--- src/rtl/execute_commit_unit_if.sv ---
// ============================================================================
//  Module      : execute_commit_unit_if
//  Description : Decode-to-execute control bundle and commit-side outputs.
//  Revision    : 1.0 - initial release
// ============================================================================
`default_nettype none

interface execute_commit_unit_if #(
    parameter int CNT_W = 16
);
    logic             valid_IN;
    logic             input_IN;
    logic             wren_IN;
    logic [2:0]       writeAd_IN;
    logic             ADR_MUX_IN;
    logic             write_IN;
    logic             PC_load_IN;
    logic [2:0]       cond_IN;
    logic [3:0]       flags_IN;
    logic             flag_upd_IN;

    logic             input_OUT;
    logic             wren_OUT;
    logic [2:0]       writeAd_OUT;
    logic             ADR_MUX_OUT;
    logic             write_OUT;
    logic             PC_load_OUT;
    logic             flush_OUT;
    logic [3:0]       flags_OUT;
    logic [CNT_W-1:0] retired_OUT;

    modport master (
        output valid_IN, input_IN, wren_IN, writeAd_IN, ADR_MUX_IN,
               write_IN, PC_load_IN, cond_IN, flags_IN, flag_upd_IN,
        input  input_OUT, wren_OUT, writeAd_OUT, ADR_MUX_OUT, write_OUT,
               PC_load_OUT, flush_OUT, flags_OUT, retired_OUT
    );

    modport slave (
        input  valid_IN, input_IN, wren_IN, writeAd_IN, ADR_MUX_IN,
               write_IN, PC_load_IN, cond_IN, flags_IN, flag_upd_IN,
        output input_OUT, wren_OUT, writeAd_OUT, ADR_MUX_OUT, write_OUT,
               PC_load_OUT, flush_OUT, flags_OUT, retired_OUT
    );
endinterface

`default_nettype wire

--- src/rtl/execute_commit_unit.sv ---
// ============================================================================
//  Module      : execute_commit_unit
//  Description : Branch evaluation, side-effect gating, post-branch squash
//                and retired-instruction counting for the execute stage.
//  Revision    : 1.0 - initial release
// ============================================================================
`default_nettype none

module execute_commit_unit #(
    parameter int FLUSH_DEPTH = 2,
    parameter int CNT_W       = 16
) (
    input  wire logic              CLK,
    input  wire logic              RST,
    execute_commit_unit_if.slave   bus
);

    localparam int c_flush_cw = (FLUSH_DEPTH > 1) ? $clog2(FLUSH_DEPTH + 1) : 1;
    localparam logic [c_flush_cw-1:0] c_depth_load = c_flush_cw'(FLUSH_DEPTH);
    localparam logic [c_flush_cw-1:0] c_cnt_one    = c_flush_cw'(1);

    typedef enum logic [0:0] {
        S_NORMAL = 1'b0,
        S_FLUSH  = 1'b1
    } state_t;

    state_t                r_state;
    logic [c_flush_cw-1:0] r_flush_cnt;
    logic                  r_input;
    logic                  r_wren;
    logic [2:0]            r_write_ad;
    logic                  r_adr_mux;
    logic                  r_write;
    logic                  r_pc_load;
    logic                  r_flush;
    logic [3:0]            r_flags;
    logic [CNT_W-1:0]      r_retired;

    logic                  w_cond_true;
    logic                  w_commit;
    logic                  w_taken;

    // Conditions look at the architectural flags, i.e. before this
    // instruction's own flag update lands.
    always_comb begin
        w_cond_true = 1'b0;
        case (bus.cond_IN)
            3'b000:  w_cond_true = 1'b1;
            3'b001:  w_cond_true = r_flags[2];
            3'b010:  w_cond_true = ~r_flags[2];
            3'b011:  w_cond_true = r_flags[3];
            3'b100:  w_cond_true = ~r_flags[3];
            3'b101:  w_cond_true = r_flags[1];
            3'b110:  w_cond_true = ~r_flags[1];
            default: w_cond_true = 1'b0;
        endcase
    end

    assign w_commit = bus.valid_IN && (r_state == S_NORMAL);
    assign w_taken  = w_commit && bus.PC_load_IN && w_cond_true;

    always_ff @(posedge CLK) begin
        if (RST) begin
            r_state     <= S_NORMAL;
            r_flush_cnt <= '0;
            r_input     <= 1'b0;
            r_wren      <= 1'b0;
            r_write_ad  <= 3'b000;
            r_adr_mux   <= 1'b0;
            r_write     <= 1'b0;
            r_pc_load   <= 1'b0;
            r_flush     <= 1'b0;
            r_flags     <= 4'b0000;
            r_retired   <= '0;
        end else begin
            r_input    <= bus.input_IN;
            r_write_ad <= bus.writeAd_IN;
            r_adr_mux  <= bus.ADR_MUX_IN;
            r_wren     <= w_commit && bus.wren_IN;
            r_write    <= w_commit && bus.write_IN;
            r_pc_load  <= w_taken;

            if (w_commit && bus.flag_upd_IN) begin
                r_flags <= bus.flags_IN;
            end
            if (w_commit) begin
                r_retired <= r_retired + CNT_W'(1);
            end

            case (r_state)
                S_NORMAL: begin
                    if (w_taken && (FLUSH_DEPTH > 0)) begin
                        r_state     <= S_FLUSH;
                        r_flush_cnt <= c_depth_load;
                        r_flush     <= 1'b1;
                    end
                end
                S_FLUSH: begin
                    // Squash window is time-based, bubbles consume it too.
                    r_flush_cnt <= r_flush_cnt - c_cnt_one;
                    if (r_flush_cnt == c_cnt_one) begin
                        r_state <= S_NORMAL;
                        r_flush <= 1'b0;
                    end
                end
                default: begin
                    r_state <= S_NORMAL;
                    r_flush <= 1'b0;
                end
            endcase
        end
    end

    assign bus.input_OUT   = r_input;
    assign bus.wren_OUT    = r_wren;
    assign bus.writeAd_OUT = r_write_ad;
    assign bus.ADR_MUX_OUT = r_adr_mux;
    assign bus.write_OUT   = r_write;
    assign bus.PC_load_OUT = r_pc_load;
    assign bus.flush_OUT   = r_flush;
    assign bus.flags_OUT   = r_flags;
    assign bus.retired_OUT = r_retired;

endmodule

`default_nettype wire

--- src/flat_wrapper.sv ---
// flat-port wrapper written by rule: the top's interface ports become plain ports
module execute_commit_unit_flat 
#(
    parameter int FLUSH_DEPTH = 2,
    parameter int CNT_W       = 16
)
  (CLK, RST, bus_valid_IN, bus_input_IN, bus_wren_IN, bus_writeAd_IN, bus_ADR_MUX_IN, bus_write_IN, bus_PC_load_IN, bus_cond_IN, bus_flags_IN, bus_flag_upd_IN, bus_input_OUT, bus_wren_OUT, bus_writeAd_OUT, bus_ADR_MUX_OUT, bus_write_OUT, bus_PC_load_OUT, bus_flush_OUT, bus_flags_OUT, bus_retired_OUT);
  execute_commit_unit_if #(.CNT_W(CNT_W)) bus_i ();
  input  wire logic CLK;
  input  wire logic RST;
  input wire logic [$bits(bus_i.valid_IN)-1:0] bus_valid_IN;
  input wire logic [$bits(bus_i.input_IN)-1:0] bus_input_IN;
  input wire logic [$bits(bus_i.wren_IN)-1:0] bus_wren_IN;
  input wire logic [$bits(bus_i.writeAd_IN)-1:0] bus_writeAd_IN;
  input wire logic [$bits(bus_i.ADR_MUX_IN)-1:0] bus_ADR_MUX_IN;
  input wire logic [$bits(bus_i.write_IN)-1:0] bus_write_IN;
  input wire logic [$bits(bus_i.PC_load_IN)-1:0] bus_PC_load_IN;
  input wire logic [$bits(bus_i.cond_IN)-1:0] bus_cond_IN;
  input wire logic [$bits(bus_i.flags_IN)-1:0] bus_flags_IN;
  input wire logic [$bits(bus_i.flag_upd_IN)-1:0] bus_flag_upd_IN;
  output wire logic [$bits(bus_i.input_OUT)-1:0] bus_input_OUT;
  output wire logic [$bits(bus_i.wren_OUT)-1:0] bus_wren_OUT;
  output wire logic [$bits(bus_i.writeAd_OUT)-1:0] bus_writeAd_OUT;
  output wire logic [$bits(bus_i.ADR_MUX_OUT)-1:0] bus_ADR_MUX_OUT;
  output wire logic [$bits(bus_i.write_OUT)-1:0] bus_write_OUT;
  output wire logic [$bits(bus_i.PC_load_OUT)-1:0] bus_PC_load_OUT;
  output wire logic [$bits(bus_i.flush_OUT)-1:0] bus_flush_OUT;
  output wire logic [$bits(bus_i.flags_OUT)-1:0] bus_flags_OUT;
  output wire logic [$bits(bus_i.retired_OUT)-1:0] bus_retired_OUT;
  assign bus_i.valid_IN = bus_valid_IN;
  assign bus_i.input_IN = bus_input_IN;
  assign bus_i.wren_IN = bus_wren_IN;
  assign bus_i.writeAd_IN = bus_writeAd_IN;
  assign bus_i.ADR_MUX_IN = bus_ADR_MUX_IN;
  assign bus_i.write_IN = bus_write_IN;
  assign bus_i.PC_load_IN = bus_PC_load_IN;
  assign bus_i.cond_IN = bus_cond_IN;
  assign bus_i.flags_IN = bus_flags_IN;
  assign bus_i.flag_upd_IN = bus_flag_upd_IN;
  assign bus_input_OUT = bus_i.input_OUT;
  assign bus_wren_OUT = bus_i.wren_OUT;
  assign bus_writeAd_OUT = bus_i.writeAd_OUT;
  assign bus_ADR_MUX_OUT = bus_i.ADR_MUX_OUT;
  assign bus_write_OUT = bus_i.write_OUT;
  assign bus_PC_load_OUT = bus_i.PC_load_OUT;
  assign bus_flush_OUT = bus_i.flush_OUT;
  assign bus_flags_OUT = bus_i.flags_OUT;
  assign bus_retired_OUT = bus_i.retired_OUT;
  execute_commit_unit #(.FLUSH_DEPTH(FLUSH_DEPTH), .CNT_W(CNT_W)) u_core (.CLK(CLK), .RST(RST), .bus(bus_i));
endmodule
--- config.mk ---
export PLATFORM = sky130hd
export DESIGN_NAME = execute_commit_unit_flat
export DESIGN_NICKNAME = d
export VERILOG_FILES = /design/src/rtl/execute_commit_unit_if.sv /design/src/rtl/execute_commit_unit.sv /design/src/flat_wrapper.sv
export SDC_FILE = /design/constraint.sdc
export NUM_CORES = 1
export LEC_CHECK = 0
export ABC_CLOCK_PERIOD_IN_PS = 4600
export BUFFER_PORTS_ARGS = -buffer_cell sky130_fd_sc_hd__buf_2
export CAP_MARGIN = 20
export CORE_ASPECT_RATIO = 1.25
export CORE_UTILIZATION = 51
export CTS_CLUSTER_SIZE = 14
export DETAILED_ROUTE_END_ITERATION = 12
export GPL_ROUTABILITY_DRIVEN = 0
export PLACE_DENSITY = 0.9
export RECOVER_POWER = 100
export SYNTH_ARGS = -nofsm -noshare
export SYNTH_HDL_FRONTEND = slang
export SYNTH_SLANG_ARGS = --single-unit
export TNS_END_PERCENT = 50
--- constraint.sdc ---
create_clock -name CLK -period 4.6 [get_ports CLK]
set_input_delay 0 -clock CLK [delete_from_list [all_inputs] [get_ports CLK]]
set_output_delay 0 -clock CLK [all_outputs]
set_load 0.01 [all_outputs]
==> summary.md <==
| Metric | Value |
|---|---|
| Max_cap viols | `0` |
| Die width | `47.3 um` |
| Layout cells sized above 1 | `0.120` |
| Slowest Stage Delay on Critical Path | `0.64 ns` |
| Die area | `2770 um2` |
| Mapped cell area | `1310 um2` |
| Sum Neg Setup Slack | `0 ns` |
| CP max stage cell | `or4_1` |
| Top cell type's share of synthesized area | `0.490` |
| Synth Net Count | `164` |
| Final Non-Filler Cells | `241` |
| Iteration-0 DRC Markers | `23` |
| Core Region | `2430 um2` |
| Status | `completed` |
| Initial Utilization | `0.538` |
| Post-route ant nets | `0` |
| Wire length per cell | `12.8 um` |
| Crit-path max FO | `9` |
| Vias in the first global route | `1231` |
| Max Freq | `0.545 GHz` |
| Hold Vio Cnt, Final | `0` |
| Die Ht | `58.6 um` |
| Post-CTS sizing | `0` |
| Dpl cells | `218` |
| Slew headroom | `0.631` |
| Post-route cell area | `1720 um2` |
| PwrDens | `301 nW/um2` |
| IO buf count | `47` |
| Cts bufs inserted | `5` |
| Sinks on the clock net | `32` |
| Dpl ws | `2.85 ns` |
| Clock skew | `0.0117 ns` |
| Power Total | `0.518 mW` |
| RSZ-0062 raised after global routing | `no` |
| # H-tree levels | `2` |
| Utilization after layout | `0.709` |
| Largest net degree at the start of global routing | `34` |
| Worst path top cell family by delay | `simple AND/OR/NAND/NOR gates` |
| Final #Nets | `228` |
| Final WS setup | `2.77 ns` |
| Register area share after synthesis | `0.490` |
| Vias/cell | `5.26` |
| Drt total wl | `3090 um` |
| Worst Max-Slew Pin Slew | `0.553 ns` |
| GR Overflow Total | `0` |
| Root buf cell | `clkbuf_4` |
| Final worst-path cycle share | `0.399` |
| Crit path time final | `1.83 ns` |
| Synth area leaders | `dfxtp_1 (49%), a21oi_1 (4.2%), nor2_1 (3.7%), nor2b_1 (3.4%), xor2_1 (3.4%)` |
| IO Pins | `48` |
| Slew Limit Fails | `0` |
| ANT cells | `0` |
| Worst VDD drop | `0.218 mV` |
| Crit path capture type | `flip-flop` |
| CP Data Required Time | `4.87 ns` |
| CTS tree | `yes` |
| Routed vias | `1267` |
| Mapped Cells | `143` |
| Kind of critical path | `reg2reg` |
| Detailed placement HPWL | `2090 um` |
| Clk slew on worst S/H paths | `0.10 ns` |
| Worst-skew pair later-pin latency | `0.34 ns` |
| Area growth from synthesis to layout | `31.7%` |
| # DRC | `0` |
| Cell Area, Placed | `1560 um2` |
| Global-route wire length before repair | `5060 um` |
| Buf+Inv Stages, Crit Path | `0` |
| Total track usage | `0.261` |
| Initial antenna violation count | `0` |
| Avg Cell Area, Syn | `9.13 um2` |
| Synth Warn # | `0` |
| Final setup viols | `0` |
| Hold/Removal Path Class | `in2reg` |
| WP data arrival | `2.11 ns` |
| Max Root-Sink Buffers | `2` |
| Hold_ws | `0.0627 ns` |
| Row cnt | `20` |
| Largest area contributor in the netlist | `dfxtp_1` |
| Netlist cell types | `30` |
| Worst-path cell chain | `nand3b_1 -> or4_1 -> or3_1 -> a21oi_1` |
| TritonRoute pass-1 iters | `4` |
| Startpoint types | `flip-flop` |
| Number of synthesized register bits | `32` |
| Lkg Pwr | `0.656 nW` |
[cells in the mapped netlist]
library cell  instances
or3_1                 5
xnor2_1               4
inv_1                 6
a21o_1                1
o21ai_0               7
and4_1                2
nand3b_4              1
or3_2                 1
and4b_2               1
and3b_1               3
nor3_1                3
clkbuf_1              4
a221oi_1              3
o2111ai_1             1
xor2_1                5
dfxtp_1              32
nor3b_1               3
a21oi_1              11
ha_1                  2
mux2i_1               1
nand3_1               6
and2b_2               1
or4_1                 1
buf_2                 1
and2_1                1
nor2b_1               7
nand2_1              11
nand4_1               5
or2b_1                1
nor2_1               13
[per-layer routing]
metal  vias to the layer above  global-route usage  share of wire
li1                        627                   -              -
met1                       597               0.299           0.41
met2                        34               0.417           0.52
met3                         9              0.0736          0.039
met4                         0               0.155          0.027
met5                         -                   0              0
[layout make-up]
cell class / count / area [um2]
Clock buffer: 8 / 58.8
Fill cell: 209 / 707
Inverter: 6 / 22.5
Multi-Input combinational cell: 100 / 608
Sequential cell: 32 / 641
Tap cell: 33 / 41.3
Timing Repair Buffer: 62 / 349
[cell usage in the layout, fill, tap and decap left out]
cell           count
xor2_1             5
and3b_1            3
and2b_1            1
clkbuf_1          31
a21oi_1           11
or3_2              1
nor3b_1            3
nand2_1           11
dlygate4sd3_1     15
o21ai_0            7
ha_1               2
or4_1              1
and4b_1            1
o2111ai_1          1
inv_1              6
nand4_1            5
and2_1             1
or3_1              5
dfxtp_1           32
nor2b_1            7
xnor2_1            4
buf_2             18
and4_1             2
a221oi_1           3
clkbuf_8           1
clkbuf_4           5
a21o_1             1
nor3_1             3
nor2_1            13
nand3b_1           1
or2b_1             1
mux2i_1            1
nand3_1            6
[cells by family (layout without fill, tap and decap cells)]
kind of cell    after synthesis  after routing  synth area share
xor+xnor                      9              9            0.0603
simple gates                 65             65             0.288
mux                           1              1           0.00766
flops                        32             32             0.490
buf+inv                      11             76            0.0326
fa+ha+maj                     2              2            0.0192
compound gates               23             23             0.102
[final timing paths]
check | start | end | slack [ns] | cells past startpoint
setup / recovery | u_core.r_state$_SDFF_PP0_ | u_core.bus.retired_OUT[15]$_SDFFE_PP0N_ | 2.77 | 4
hold / removal | bus_PC_load_IN | u_core.bus.PC_load_OUT$_SDFF_PP0_ | 0.06 | 3
setup reg to reg | u_core.r_state$_SDFF_PP0_ | u_core.bus.retired_OUT[15]$_SDFFE_PP0N_ | 2.77 | 4
hold reg to reg | u_core.bus.flags_OUT[0]$_SDFFE_PP0P_ | u_core.bus.flags_OUT[0]$_SDFFE_PP0P_ | 0.49 | 2
[repair_timing]
action                                 CTS  global route
buffers inserted                         0             0
endpoints found under the hold margin   11             0
hold buffers                            15             0
[power breakdown]
group / internal (mW) / switching, mW / total [mW]
Sequential: 0.287 / 0.00696 / 0.294
Combinational: 0.0284 / 0.0286 / 0.0570
Clock: 0.0753 / 0.0917 / 0.167
Total: 0.390 / 0.127 / 0.518
[state kept, by name (all words and copies together) (netlist names)]
signal	cells
u_core.bus.writeAd_OUT	3
u_core.bus.retired_OUT	16
u_core.bus.ADR_MUX_OUT	1
u_core.bus.input_OUT	1
u_core.bus.write_OUT	1
u_core.bus.wren_OUT	1
u_core.bus.flush_OUT	1
u_core.bus.flags_OUT	4
u_core.r_state	1
u_core.r_flush_cnt	2
u_core.bus.PC_load_OUT	1
[worst min-delay path, stage by stage]
cell	delay (ns)
buf_2	0.10
o2111ai_1	0.17
nor2_1	0.07
(Power assumes the default switching activity.)
